===== src/rtl/key_debounce_if.sv =====
// key_debounce_if: raw active-low key inputs and debounced per-key level/event outputs
interface key_debounce_if #(
    parameter int N_KEYS = 4
);
    logic [N_KEYS-1:0] key_n;
    logic [N_KEYS-1:0] key_level;
    logic [N_KEYS-1:0] key_press;
    logic [N_KEYS-1:0] key_release;
    logic [N_KEYS-1:0] key_long;

    modport master (
        output key_n,
        input  key_level,
        input  key_press,
        input  key_release,
        input  key_long
    );

    modport slave (
        input  key_n,
        output key_level,
        output key_press,
        output key_release,
        output key_long
    );
endinterface


===== src/rtl/key_debounce.sv =====
// key_debounce: per-key synchronizer, debounce filter, press/release/long-press pulse generation
module key_debounce #(
    parameter int N_KEYS          = 4,
    parameter int DEBOUNCE_CYCLES = 1_000_000,
    parameter int LONG_CYCLES     = 100_000_000
) (
    input logic                  clk,
    input logic                  rst_n,
    key_debounce_if.slave        keys
);
    localparam int DW = (DEBOUNCE_CYCLES > 1) ? $clog2(DEBOUNCE_CYCLES) : 1;
    localparam int HW = $clog2(LONG_CYCLES + 1);
    localparam logic [DW-1:0] DEB_MAX  = DW'(DEBOUNCE_CYCLES - 1);
    localparam logic [HW-1:0] HOLD_MAX = HW'(LONG_CYCLES);
    localparam logic [HW-1:0] HOLD_PRE = HW'(LONG_CYCLES - 1);

    logic [N_KEYS-1:0] level_vec;
    logic [N_KEYS-1:0] press_vec;
    logic [N_KEYS-1:0] release_vec;
    logic [N_KEYS-1:0] long_vec;

    for (genvar k = 0; k < N_KEYS; k++) begin : g_ch
        logic          sync1_q;
        logic          sync2_q;
        logic          level_q;
        logic          level_d;
        logic          press_q;
        logic          press_d;
        logic          release_q;
        logic          release_d;
        logic          long_q;
        logic          long_d;
        logic [DW-1:0] deb_q;
        logic [DW-1:0] deb_d;
        logic [HW-1:0] hold_q;
        logic [HW-1:0] hold_d;
        logic          differ;
        logic          flip;

        // debounce and hold next-state; a release on the threshold cycle wins over key_long
        always_comb begin
            differ    = (~sync2_q) != level_q;
            flip      = differ && (deb_q == DEB_MAX);
            deb_d     = (!differ || flip) ? '0 : deb_q + 1'b1;
            level_d   = level_q ^ flip;
            press_d   = flip && !level_q;
            release_d = flip && level_q;
            hold_d    = !level_q ? '0 : (hold_q == HOLD_MAX) ? hold_q : hold_q + 1'b1;
            long_d    = level_q && !flip && (hold_q == HOLD_PRE);
        end

        // synchronizer, counters and registered outputs; reset restores the released state
        always_ff @(posedge clk) begin
            if (!rst_n) begin
                sync1_q   <= 1'b1;
                sync2_q   <= 1'b1;
                level_q   <= 1'b0;
                press_q   <= 1'b0;
                release_q <= 1'b0;
                long_q    <= 1'b0;
                deb_q     <= '0;
                hold_q    <= '0;
            end else begin
                sync1_q   <= keys.key_n[k];
                sync2_q   <= sync1_q;
                level_q   <= level_d;
                press_q   <= press_d;
                release_q <= release_d;
                long_q    <= long_d;
                deb_q     <= deb_d;
                hold_q    <= hold_d;
            end
        end

        assign level_vec[k]   = level_q;
        assign press_vec[k]   = press_q;
        assign release_vec[k] = release_q;
        assign long_vec[k]    = long_q;
    end

    assign keys.key_level   = level_vec;
    assign keys.key_press   = press_vec;
    assign keys.key_release = release_vec;
    assign keys.key_long    = long_vec;
endmodule

===== src/flat_wrapper.sv =====
// flat-port wrapper written by rule: the top's interface ports become plain ports
module key_debounce_flat 
#(
    parameter int N_KEYS          = 4,
    parameter int DEBOUNCE_CYCLES = 1_000_000,
    parameter int LONG_CYCLES     = 100_000_000
)
  (clk, rst_n, keys_key_n, keys_key_level, keys_key_press, keys_key_release, keys_key_long);
  key_debounce_if #(.N_KEYS(N_KEYS)) keys_i ();
  input logic clk;
  input logic rst_n;
  input wire logic [$bits(keys_i.key_n)-1:0] keys_key_n;
  output wire logic [$bits(keys_i.key_level)-1:0] keys_key_level;
  output wire logic [$bits(keys_i.key_press)-1:0] keys_key_press;
  output wire logic [$bits(keys_i.key_release)-1:0] keys_key_release;
  output wire logic [$bits(keys_i.key_long)-1:0] keys_key_long;
  assign keys_i.key_n = keys_key_n;
  assign keys_key_level = keys_i.key_level;
  assign keys_key_press = keys_i.key_press;
  assign keys_key_release = keys_i.key_release;
  assign keys_key_long = keys_i.key_long;
  key_debounce #(.N_KEYS(N_KEYS), .DEBOUNCE_CYCLES(DEBOUNCE_CYCLES), .LONG_CYCLES(LONG_CYCLES)) u_core (.clk(clk), .rst_n(rst_n), .keys(keys_i));
endmodule

===== config.mk =====
export PLATFORM = sky130hd
export DESIGN_NAME = key_debounce_flat
export DESIGN_NICKNAME = d
export VERILOG_FILES = /design/src/rtl/key_debounce_if.sv /design/src/rtl/key_debounce.sv /design/src/flat_wrapper.sv
export SDC_FILE = /design/constraint.sdc
export NUM_CORES = 1
export LEC_CHECK = 0
export ABC_AREA = 1
export CAP_MARGIN = 5
export CORE_MARGIN = 2
export CORE_UTILIZATION = 51
export CTS_CLUSTER_DIAMETER = 60
export DETAILED_ROUTE_END_ITERATION = 6
export PLACE_DENSITY_LB_ADDON = 0.3
export SLEW_MARGIN = 20
export SYNTH_ARGS = -nofsm -noshare
export SYNTH_HDL_FRONTEND = slang
export SYNTH_SLANG_ARGS = --single-unit

===== constraint.sdc =====
create_clock -name clk -period 1.9 [get_ports clk]
set_input_delay 0.38 -clock clk [delete_from_list [all_inputs] [get_ports clk]]
set_output_delay 0.38 -clock clk [all_outputs]
set_load 0.005 [all_outputs]

# Yosys cells after proc, flatten, opt, wreduce, memory -nomap -nowiden

Cells that the tools add are included.

Add/sub/neg operators: 8
Multipliers: 0
Div/mod/pow operators: 0
Order comparisons: 0
Equality and inequality tests: 16
Shift-type cells: 0
Muxes and demuxes: 0
Bitwise operators: 9
Reduce and logical (&&, ||, !) cells: 44

Operators with widths:

| cell                  | count |
|---|---|
| $eq 27x27->1 const B  | 8 |
| $add 27x1->27 const B | 4 |
| $add 20x1->20 const B | 4 |
| $eq 20x20->1 const B  | 4 |
| $logic_and 1x1->1     | 20 |
| $logic_not 1->1       | 12 |
| $reduce_and 2->1      | 4 |
| $reduce_or 2->1       | 4 |
| $not 1->1             | 5 |
| $logic_or 1x1->1      | 4 |
| $ne 1x1->1            | 4 |
| $xor 1x1->1           | 4 |

Flip-flop bits (word level): 212
Latch bits: 0
Bits in writable memories: 0
Memory bits (read-only): 0
Bits of input ports: 6
Memories kept: 0

# Depth between registers and ports, before layout

Depth after elaboration: 6
Gate-level depth with buffers: 12
Gate-level depth less buffers: 12

# Least setup slack after synthesis

Ideal clock, no wire load.

Kind: flip-flop to flip-flop
Start point: register u_core.g_ch[0].deb_q[0]
End point: register u_core.g_ch[0].long_q
Setup time: 0.111 ns
Data arrival time: 1.638 ns
Required time: 1.789 ns
Slack: 0.151 ns
Cell stages (with the launch flop): 12
Buffers on the path: 0
Clock period less this slack: 1.749 ns
Cells stage by stage: dfxtp_1 -> ha_1 -> nand3_2 -> nor3_2 -> nand3_2 -> nor2_1 -> inv_1 -> ha_1 -> nand4_1 -> nor3b_1 -> nand3_1 -> nor2_1

Word-level cells in the longest chain between the ends: 5

RTL lines:

| element                         | RTL line           | source |
|---|---|---|
| from (decl)                     | key_debounce.sv:33 | `logic [DW-1:0] deb_q;` |
| from (signal assigned)          | key_debounce.sv:61 | `deb_q <= '0;` |
| from (signal assigned)          | key_debounce.sv:70 | `deb_q <= deb_d;` |
| $eq 20x20->1                    | key_debounce.sv:43 | `flip = differ && (deb_q == DEB_MAX);` |
| $logic_and 1x1->1               | key_debounce.sv:43 |  |
| $logic_not 1->1                 | key_debounce.sv:49 | `long_d = level_q && !flip && (hold_q == HOLD_PRE);` |
| $logic_and 1x1->1 (2 in series) | key_debounce.sv:49 |  |
| to (signal assigned)            | key_debounce.sv:69 | `long_q <= long_d;` |
| to (decl)                       | key_debounce.sv:31 | `logic long_q;` |

No other way between the ends.
A chain may end at the register's enable or synchronous reset.

# Worst setup path after layout

Start point: register u_core.g_ch[2].level_q
End point: output port keys_key_level[2]

RTL lines:

| element                | RTL line           | source |
|---|---|---|
| from (decl)            | key_debounce.sv:25 | `logic level_q;` |
| from (signal assigned) | key_debounce.sv:66 | `level_q <= level_d;` |
| to (decl)              | flat_wrapper.sv:13 | `output wire logic [$bits(keys_i.key_level)-1:0] keys_key_level;` |

No word-level cell between the ends.

==> results.toml <==
[pwr]
p_leak_nw = 4.02
p_sw_w = 0.00207
powerDensity_nw_per_um2 = 752
p_sw_frac = 0.211
combPwrFrac = 0.006
pwr-share-seq = 0.454
clkPwrFrac = 0.539
internal_power_w = 0.00775
power_w = 0.00982
peakVddDrop_mv = 0.583

[drt]
vias = 10800
antenna_left = 0
viasPerCell = 5.11
drcViolationCount = 0
drt_iter0_drc = 748
firstDrtPassIters = 6
wire_per_inst_um = 12.0
finalWirelength_mm = 25.4

[final_layout]
final_cell_mix = "nand2_1 (464), nor2_1 (407), dfxtp_1 (207), inv_1 (174), nand3_1 (101)"
num-fill-cells = 2058
layout_commonest_cell = "nand2_1"
area_delta_synth_final_pct = 14.0
drive_gt1_frac = 0.0861
antennaDiodeCount = 0
nNetsFinal = 1845

[cts]
cts_buffer_depth = 3
numClockSinks = 212
path_clk_slew_ns = 0.06
numCtsBuffers = 27
cts_tree = "yes"
htreeDepth = 1
cts_root_buf = "clkbuf_16"
clk_latency_ns = 0.53

[synth]
ys_types = 35
synth_area_leader_cell = "dfxtp_1"
syn_inst = 1769
syn_area_um2 = 11500
async_reset_ff_frac = 0
synth_nets = 1799
synth_seq_area_share = 0.370
avgSynthCellArea_um2 = 6.48
synth_seq_cells = 212
synth.area.top_cells = "dfxtp_1 (37%), nand2_1 (15%), nor2_1 (13%)"
ys_dominant_reg_cell = "dfxtp_1"
synth_edf_count = 0
yosys_warnings = 0
synth_top_area_share = 0.370

[global_routing]
grt-busiest-layer = "met2"
grt_start_max_net_pins = 21
use_met2 = 0.350
grt_pass1_vias = 9762
use_met3 = 0.0316
grt-ovfl-total = 0
met1_usage = 0.287
grt_usage = 0.211
antenna_found_initial = 0
grt_first_pass_wirelength_mm = 43.1

[floorplan]
design.core.area_um2 = 22000
rows = 54
start_util = 0.522
die_w_um = 154
io_pins = 22
dieHeight_um = 154
die-area_um2 = 23700

[worst_hold_path]
hp-class = "reg -> reg"
hold_end = "u_core.g_ch[1].sync2_q"
whs_path_depth = 1
min_from = "u_core.g_ch[1].sync1_q"

[sta]
period_needed_ns = 1.86
layout_setup_ws_ns = 0.0418
worst_slew_pin_slew_ns = 0.478
finalSetupTns_ns = 0
setup_viol = 0
fmax_ghz = 0.538
finalHoldViolations = 0
period_share = 0.978
clock_skew_ns = 0.0132
slew_headroom = 0.681
maxSlewViolCount = 0

[critical_path]
endpoint_kind = "output pin"
worst_r2r_path_depth = 11
r2r-end = "u_core.g_ch[3].long_q"
critical_path.max_fanout = 5
crit_chain = "buf_6 > clkdlybuf4s50_1"
r2r_slack_ns = 0.12
crit_path_start_kind = "flop"
max_stage_delay_ns = 0.49
worst_path_max_delay_cell = "clkdlybuf4s50_1"
critical_path_class = "reg -> out"
cp_data_required_time_ns = 1.52
crit_family = "buffers and inverters"
r2r_start = "u_core.g_ch[3].deb_q[1]"
path_buf_inv = 2
critical_path_arrival_ns = 1.48

[place]
port_buffers = 21
place.gp.congestion = 0.918
detailed_place_hpwl_mm = 18.8
pre_cts_slack_ns = -0.0248

[job]
drv_cap = 0

[run_status]
status = "completed"
-- per-stage QoR --
step	cells	hold WS (ns)	instance area, um2	util
4_1_cts	2114	0.408	13000	0.592
3_3_place_gp	2065	0.395	12100	0.549
6_report	2115	0.410	13100	0.595
3_5_place_dp	2065	0.400	12100	0.549
2_1_floorplan	1769	0.393	11500	-
5_1_grt	2115	0.424	13100	0.595
-- cell usage after synthesis (all sizes together), types with 4 or more instances --
cell type / instances
buf: 29
or2: 15
nand2: 472
a21oi: 101
dfxtp: 212
o21a: 6
nand3: 116
inv: 176
clkbuf: 4
xnor2: 24
nor3: 17
ha: 24
nand4: 33
nand3b: 9
o21ai: 47
xor2: 30
nor2: 445
-- worst reg2reg max path, stage by stage (launching register included) --
cell	delay, ns
dfxtp_1	0.36
ha_1	0.18
nand3_1	0.12
nor3_2	0.17
nand3_2	0.15
nor2_4	0.15
inv_1	0.05
ha_1	0.17
nand4_1	0.11
nor3_1	0.07
nand3_1	0.10
nor2_1	0.05
-- per-layer routing --
metal | vias up | wire [um]
met5 | - | 0
met4 | 0 | 535
met3 | 42 | 1430
met2 | 228 | 11400
met1 | 4884 | 12000
li1 | 5654 | -
-- registers in the layout (all words and copies together) (netlist names) --
signal and cells:
u_core.g_ch.hold_q 108, u_core.g_ch.deb_q 80, u_core.g_ch.level_q 4, u_core.g_ch.long_q 4, u_core.g_ch.press_q 4, u_core.g_ch.release_q 4, u_core.g_ch.sync1_q 4, u_core.g_ch.sync2_q 4
-- what timing repair did --
action | in CTS | in global routing
pin swaps | 0 | 3
gates resized for setup | 5 | 14
setup endpoints to repair | 4 | 8
hold buffers | 0 | 0
setup buffers | 0 | 1
-- cell families after synthesis --
kind of cell,count (synthesis),synth area share
AND/OR/NAND/NOR,1115,0.416
flip-flops,212,0.370
buffers and inverters,209,0.0767
AO/OA/AOI/OAI,155,0.0695
XOR/XNOR,54,0.0413
adder cells (fa/ha/maj),24,0.0262
-- power groups by stage --
stage	combinational (W)	sequential (W)	clock, W
after floorplan	0.0000381	0.00456	0
after global placement	0.0000625	0.00456	0
after detailed placement	0.0000625	0.00456	0
after CTS	0.0000631	0.00446	0.00541
after global routing	0.0000701	0.00446	0.00558
final	0.0000631	0.00446	0.00530
-- cell type report --
type | instances | area, um2 | area share
Clock buffer | 34 | 762 | 0.0583
Clock inverter | 15 | 176 | 0.0135
Inverter | 176 | 661 | 0.0506
Multi-Input combinational cell | 1348 | 6390 | 0.489
Sequential cell | 212 | 4250 | 0.326
Tap cell | 280 | 350 | 0.0268
Timing Repair Buffer | 50 | 469 | 0.0359
-- worst max path at each step --
stage,endpoint,cells past startpoint,start
after floorplan,u_core.g_ch[0].long_q,11,u_core.g_ch[0].deb_q[0]
after global placement,u_core.g_ch[3].deb_q[15],6,rst_n
after detailed placement,u_core.g_ch[2].hold_q[6],6,rst_n
after CTS,keys_key_level[1],1,u_core.g_ch[1].level_q
after global routing,u_core.g_ch[3].long_q,11,u_core.g_ch[3].deb_q[1]
final,keys_key_level[2],2,u_core.g_ch[2].level_q
(Power assumes the default switching activity.)
